`src/rtl/gun_pkg.sv`:
```
// Shared types and helpers for the lightgun cursor accumulator.
// PW here fixes the coordinate width used by every gun_axis instance.
package gun_pkg;

    localparam int unsigned PW = 6;
    localparam logic [PW-1:0] POS_MAX = '1;
    localparam int unsigned CW = 8;

    typedef struct packed {
        logic [CW-1:0] div;
        logic [CW-1:0] hold;
        logic          prev;
    } axis_state_t;

    // dir = 1 moves toward POS_MAX; the result clamps instead of wrapping.
    function automatic logic [PW-1:0] sat_add(input logic [PW-1:0] pos,
                                              input logic [1:0]    step,
                                              input logic          dir);
        logic [PW:0] sum;
        if (dir) begin
            sum = {1'b0, pos} + {{(PW-1){1'b0}}, step};
            return (sum > {1'b0, POS_MAX}) ? POS_MAX : sum[PW-1:0];
        end
        return ({1'b0, pos} < {{(PW-1){1'b0}}, step}) ? '0 : pos - {{(PW-2){1'b0}}, step};
    endfunction

endpackage

```
`src/rtl/gun_axis.sv`:
```
// One axis of one player: digital repeat/accelerate stepping, analog absolute load,
// and recentre.
module gun_axis
    import gun_pkg::*;
#(
    parameter int unsigned AW         = 8,
    parameter int unsigned CENTER     = 32,
    parameter int unsigned DIV_MAX    = 3,
    parameter int unsigned ACCEL_HOLD = 16
) (
    input  logic          clk_sys,
    input  logic          reset_n,
    input  logic          ev,
    input  logic          recenter,
    input  logic          abs_mode,
    input  logic          neg,
    input  logic          pos,
    input  logic [AW-1:0] ana,
    output logic [PW-1:0] position,
    output logic          changed
);

    localparam logic [PW-1:0] CenterPos = PW'(CENTER);
    localparam logic [CW-1:0] DivMax    = CW'(DIV_MAX);
    localparam logic [CW-1:0] HoldMax   = CW'(ACCEL_HOLD);

    axis_state_t   st_q, st_d;
    logic [PW-1:0] pos_q, pos_d;
    logic          step;
    logic [1:0]    step_sz;

    logic unused_ana;
    assign unused_ana = ^ana[AW-PW-1:0];

    always_comb begin
        st_d    = st_q;
        pos_d   = pos_q;
        step    = 1'b0;
        step_sz = (st_q.hold >= HoldMax) ? 2'd2 : 2'd1;
        if (recenter) begin
            st_d  = '0;
            pos_d = CenterPos;
        end else if (ev) begin
            if (abs_mode) begin
                st_d  = '0;
                pos_d = ana[AW-1 -: PW];
            end else if (!(neg ^ pos)) begin
                st_d = '0;
            end else if (!st_q.prev) begin
                step      = 1'b1;
                st_d.div  = '0;
                st_d.hold = CW'(1);
                st_d.prev = 1'b1;
            end else begin
                if (st_q.hold < HoldMax) st_d.hold = st_q.hold + CW'(1);
                if (st_q.div == DivMax) begin
                    st_d.div = '0;
                    step     = 1'b1;
                end else begin
                    st_d.div = st_q.div + CW'(1);
                end
            end
        end
        // act implies exactly one of neg/pos, so pos alone gives the direction
        if (step) pos_d = sat_add(pos_q, step_sz, pos);
    end

    always_ff @(posedge clk_sys or negedge reset_n) begin
        if (!reset_n) begin
            st_q    <= '0;
            pos_q   <= CenterPos;
            changed <= 1'b0;
        end else begin
            st_q    <= st_d;
            pos_q   <= pos_d;
            changed <= (pos_d != pos_q);
        end
    end

    assign position = pos_q;

endmodule

```
`src/rtl/gun_cursor_accum.sv`:
```
// Multi-player gun cursor generator: tick edge detect, per-axis accumulators and
// per-channel movement pulse.
module gun_cursor_accum #(
    parameter int unsigned NCH        = 2,
    parameter int unsigned PW         = gun_pkg::PW,
    parameter int unsigned CENTER     = 32,
    parameter int unsigned DIV_MAX    = 3,
    parameter int unsigned ACCEL_HOLD = 16,
    parameter int unsigned AW         = 8
) (
    input  logic              clk_sys,
    input  logic              reset_n,
    input  logic              tick,
    input  logic [NCH-1:0]    recenter,
    input  logic [NCH-1:0]    abs_mode,
    input  logic [NCH-1:0]    dir_left,
    input  logic [NCH-1:0]    dir_right,
    input  logic [NCH-1:0]    dir_up,
    input  logic [NCH-1:0]    dir_down,
    input  logic [NCH*AW-1:0] ana_x,
    input  logic [NCH*AW-1:0] ana_y,
    output logic [NCH*PW-1:0] pos_h,
    output logic [NCH*PW-1:0] pos_v,
    output logic [NCH-1:0]    moved
);

    logic tick_r;
    logic ev;

    always_ff @(posedge clk_sys or negedge reset_n) begin
        if (!reset_n) tick_r <= 1'b0;
        else          tick_r <= tick;
    end

    assign ev = tick & ~tick_r;

    for (genvar c = 0; c < NCH; c++) begin : g_ch
        logic h_chg, v_chg;

        gun_axis #(
            .AW        (AW),
            .CENTER    (CENTER),
            .DIV_MAX   (DIV_MAX),
            .ACCEL_HOLD(ACCEL_HOLD)
        ) u_h (
            .clk_sys (clk_sys),
            .reset_n (reset_n),
            .ev      (ev),
            .recenter(recenter[c]),
            .abs_mode(abs_mode[c]),
            .neg     (dir_left[c]),
            .pos     (dir_right[c]),
            .ana     (ana_x[c*AW +: AW]),
            .position(pos_h[c*PW +: PW]),
            .changed (h_chg)
        );

        gun_axis #(
            .AW        (AW),
            .CENTER    (CENTER),
            .DIV_MAX   (DIV_MAX),
            .ACCEL_HOLD(ACCEL_HOLD)
        ) u_v (
            .clk_sys (clk_sys),
            .reset_n (reset_n),
            .ev      (ev),
            .recenter(recenter[c]),
            .abs_mode(abs_mode[c]),
            .neg     (dir_up[c]),
            .pos     (dir_down[c]),
            .ana     (ana_y[c*AW +: AW]),
            .position(pos_v[c*PW +: PW]),
            .changed (v_chg)
        );

        assign moved[c] = h_chg | v_chg;
    end

endmodule
```
`config.mk`:
```
export PLATFORM = sky130hd
export DESIGN_NAME = gun_cursor_accum
export DESIGN_NICKNAME = d
export VERILOG_FILES = /design/src/rtl/gun_pkg.sv /design/src/rtl/gun_axis.sv /design/src/rtl/gun_cursor_accum.sv
export SDC_FILE = /design/constraint.sdc
export NUM_CORES = 1
export LEC_CHECK = 0
export ABC_AREA = 1
export CAP_MARGIN = 15
export CORE_MARGIN = 2
export CORE_UTILIZATION = 45
export CTS_CLUSTER_DIAMETER = 30
export DETAILED_ROUTE_END_ITERATION = 10
export GPL_TIMING_DRIVEN = 0
export PLACE_DENSITY_LB_ADDON = 0.12
export SYNTH_ARGS = -nofsm -noshare
export SYNTH_HDL_FRONTEND = slang
export SYNTH_SLANG_ARGS = --single-unit
```
`constraint.sdc`:
```
create_clock -name clk_sys -period 2.7 [get_ports clk_sys]
set_input_delay 0.675 -clock clk_sys [delete_from_list [all_inputs] [get_ports clk_sys]]
set_output_delay 0.675 -clock clk_sys [all_outputs]
set_load 0.01 [all_outputs]
```
==> results of run 1 <==
==> synthesized netlist by cell type (all sizes together), types with 3 or more instances <==
master / n
or2: 5
nand4: 12
a31oi: 3
o21ai: 64
nor2: 155
nor3: 8
dfrtp: 93
o211ai: 4
nand3: 112
buf: 13
a21oi: 34
clkbuf: 5
dfstp: 4
o22ai: 3
xor2: 19
fa: 8
clkinv: 3
ha: 32
inv: 148
a32o: 3
nand2: 320
==> cell families (layout without fill, tap and decap cells) <==
kind of cell    count (synthesis)  in the layout  share of synthesized area [%]
compound gates                115            115                           8.92
fa+ha+maj                      40             40                           7.82
xor+xnor                       20             20                           2.44
flops                          97             97                           33.9
simple gates                  618            618                           37.4
buf+inv                       169            261                           9.48
==> critical path, stage by stage, from the launching register on <==
cell and delay, ns:
dfrtp_1 0.33, inv_1 0.05, nand4_1 0.22, inv_2 0.06, buf_4 0.15, ha_1 0.22, fa_1 0.44, nand3_1 0.15
nand2_1 0.08, inv_1 0.14, nand2_1 0.06, nand2_1 0.07, nand2_1 0.06, nand3_1 0.08, nand2_1 0.06, nor2_1 0.15
nand3_1 0.10
==> power by group through the flow <==
stage | Clock [mW] | Sequential, mW | Combinational (mW)
after floorplan | 0 | 1.58 | 0.509
after global placement | 0 | 1.58 | 0.784
after detailed placement | 0 | 1.58 | 0.791
after CTS | 1.38 | 1.55 | 0.795
after global routing | 1.43 | 1.56 | 0.915
final | 1.34 | 1.55 | 0.795
==> per-layer routing <==
metal,track usage (%),up-vias,share of wire (%)
li1,-,3520,-
met1,27.2,3095,46
met2,36.9,130,49
met3,3.20,20,4.2
met4,7.65,0,1.8
met5,0,-,0
==> final timing paths <==
| path | to | depth (start not counted) | slack (ns) |
|---|---|---|---|
| min reg2reg | g_ch[1].u_h.st_q[6] | 2 | 0.49 |
| max | g_ch[1].u_h.changed | 16 | 0.17 |
| max in group asynchronous | g_ch[0].u_v.position[5] | 2 | 1.63 |
| max reg2reg | g_ch[1].u_h.changed | 16 | 0.17 |
| min | g_ch[1].u_v.position[1] | 1 | 0.34 |
| min in group clk_sys | g_ch[1].u_h.st_q[6] | 2 | 0.49 |
==> metrics by stage <==
| step | instances | hold slack [ns] | setup slack [ns] | power (mW) |
|---|---|---|---|---|
| finish | 1367 | 0.335 | 0.169 | 3.69 |
| global route | 1367 | 0.382 | -0.0463 | 3.91 |
| CTS | 1355 | 0.357 | -0.0643 | 3.73 |
| detailed placement | 1338 | 0.479 | -0.0887 | 2.37 |
| global placement | 1337 | 0.473 | -2.95 | 2.36 |
| floorplan | 1059 | 0.379 | 0.337 | 2.09 |
==> flip-flops by register name, indices dropped and copies added, names as in the netlist <==
register and flops:
g_ch.u_h.position 12, g_ch.u_v.position 12, g_ch.u_h.changed 2, tick_r 1, g_ch.u_v.st_q 34, g_ch.u_h.st_q 34
g_ch.u_v.changed 2
==> timing repair <==
| action | in CTS | in global routing |
|---|---|---|
| pin swaps | 2 | 3 |
| cloned | 0 | 0 |
| setup buffers | 1 | 12 |
| endpoints found under the setup margin | 3 | 4 |
| gates resized for setup | 2 | 9 |
==> final cells by class <==
class | instances | share of cell area [%]
repair buffers | 76 | 8.72
multi-input cells | 793 | 48.0
clock buffers | 11 | 2.97
inverters | 151 | 6.71
clock inverters | 5 | 0.631
plain buffers | 18 | 1.26
flip-flops and latches | 97 | 28.5
well taps | 216 | 3.17
==> flow_summary.yaml, run 1 <==
outcome:
  status: "complete, no violations"
detailed_routing:
  antenna_left: 0
  drt-vias-per-instance: 4.95
  drtIter0Drc: 338
  wirelength_mm: 17.1
  routedWlPerCell_um: 12.5
  first_pass_iters: 5
  vias: 6765
  drc: 0
worst_setup_path:
  crit_type: "reg -> reg"
  worstSetupStartpointType: "register"
  worstPathRequired_ns: 2.93
  crit_start: "g_ch[1].u_h.st_q[7]"
  crit_arrival_ns: 2.76
  worstSetupEndpointType: "register"
  reg2reg_from: "g_ch[1].u_h.st_q[7]"
  critical_path_peak_fanout: 5
floorplanning:
  num_rows: 46
  start_util_pct: 45.6
  die_area_um2: 17000
  core_area_um2: 15700
  ios: 73
  die_h_um: 130
  die-width_um: 130
clock_tree:
  cts-hold-fix-buffers: 0
  clk_pin_slew_worst_paths_ns: 0.07
  cts.sinks: 97
  cts_root_buf: "clkbuf_16"
  cts_made_buffers: 9
  worstSkewPairLatency_ns: 0.36
  htreeDepth: 3
  clockBufferDepth: 2
  cts_tree: "done"
sta:
  tns_ns: 0
  hold_violations: 0
  drv_slew: 0
  setup_viol: 0
  tightest_slew_ns: 0.643
  max_freq_ghz: 0.395
  post-route-period-util_pct: 93.7
  layout_min_cycle_time_ns: 2.53
  relSlewSlack_pct: 57.1
  clock-skew-final_ns: 0.0125
yosys:
  ys_ff_latch: 97
  synth.largest_area_cell: "dfrtp_1"
  netlist.area_leader.share_pct: 32.5
  yosysWarnings: 0
  ys.flop_type: "dfrtp_1"
  seq_area_frac_synth_pct: 33.9
  synth_area_leaders: "dfrtp_1, nand2_1, nor2_1, nand3_1, inv_1"
  syn-cell-area_um2: 7170
  syn_avg_cell_area_um2: 6.77
  synthDistinctLibCells: 43
  ys_async_sr_fraction_pct: 100
  syn_nets: 1146
  synth-edff-count: 0
  synth_cells: 1059
job:
  maxCapViolCount: 0
final_layout:
  multiInputGateArea_um2: 4090
  area_growth_syn_to_layout_pct: 18.9
  post-route-util_pct: 54.2
  layout_commonest_cell: "nand2_1"
  design_area_um2: 8520
  nNetsFinal: 1233
  regArea_um2: 2430
  nFillCells: 1619
  layout_common_cells: "nand2_1, nor2_1, inv_1"
  antennaDiodeCount: 0
  drive_gt1_share_pct: 9.38
placement:
  port_buffers: 62
  dp_hpwl_mm: 12.6
  globalplace.congestion: 0.878
  dpl-instance-area_um2: 8080
power_and_ir_drop:
  switching_share_pct: 29.8
  seqPwrFrac_pct: 42.1
  power_leakage_nw: 4.24
  comb_power_share_pct: 21.5
  p_int_mw: 2.59
  powerDensity_nw_per_um2: 433
  ir_worst_vdd_mv: 0.317
  power_frac_clock_pct: 36.4
  switching_power_mw: 1.10
global_routing:
  grt_use_total_pct: 21.3
  grt_pass1_wl_mm: 28.8
  grt_start_max_net_pins: 54
  grt_pass1_vias: 6236
  grt.overflow.total: 0
  antenna_found_initial: 0
min_path:
  hold_class: "in -> async"
Note: power is estimated with default switching activity, not from simulation.
==> run 2, diff against run 1 <==
--- a/config.mk
+++ b/config.mk
@@ -6,6 +6,7 @@
 export NUM_CORES = 1
 export LEC_CHECK = 0
 export ABC_AREA = 1
+export ABC_CLOCK_PERIOD_IN_PS = 2700
 export CAP_MARGIN = 15
 export CORE_MARGIN = 2
 export CORE_UTILIZATION = 45
==> results of run 2 <==
Final layout, timing and power as in run 1 (identical DEF).
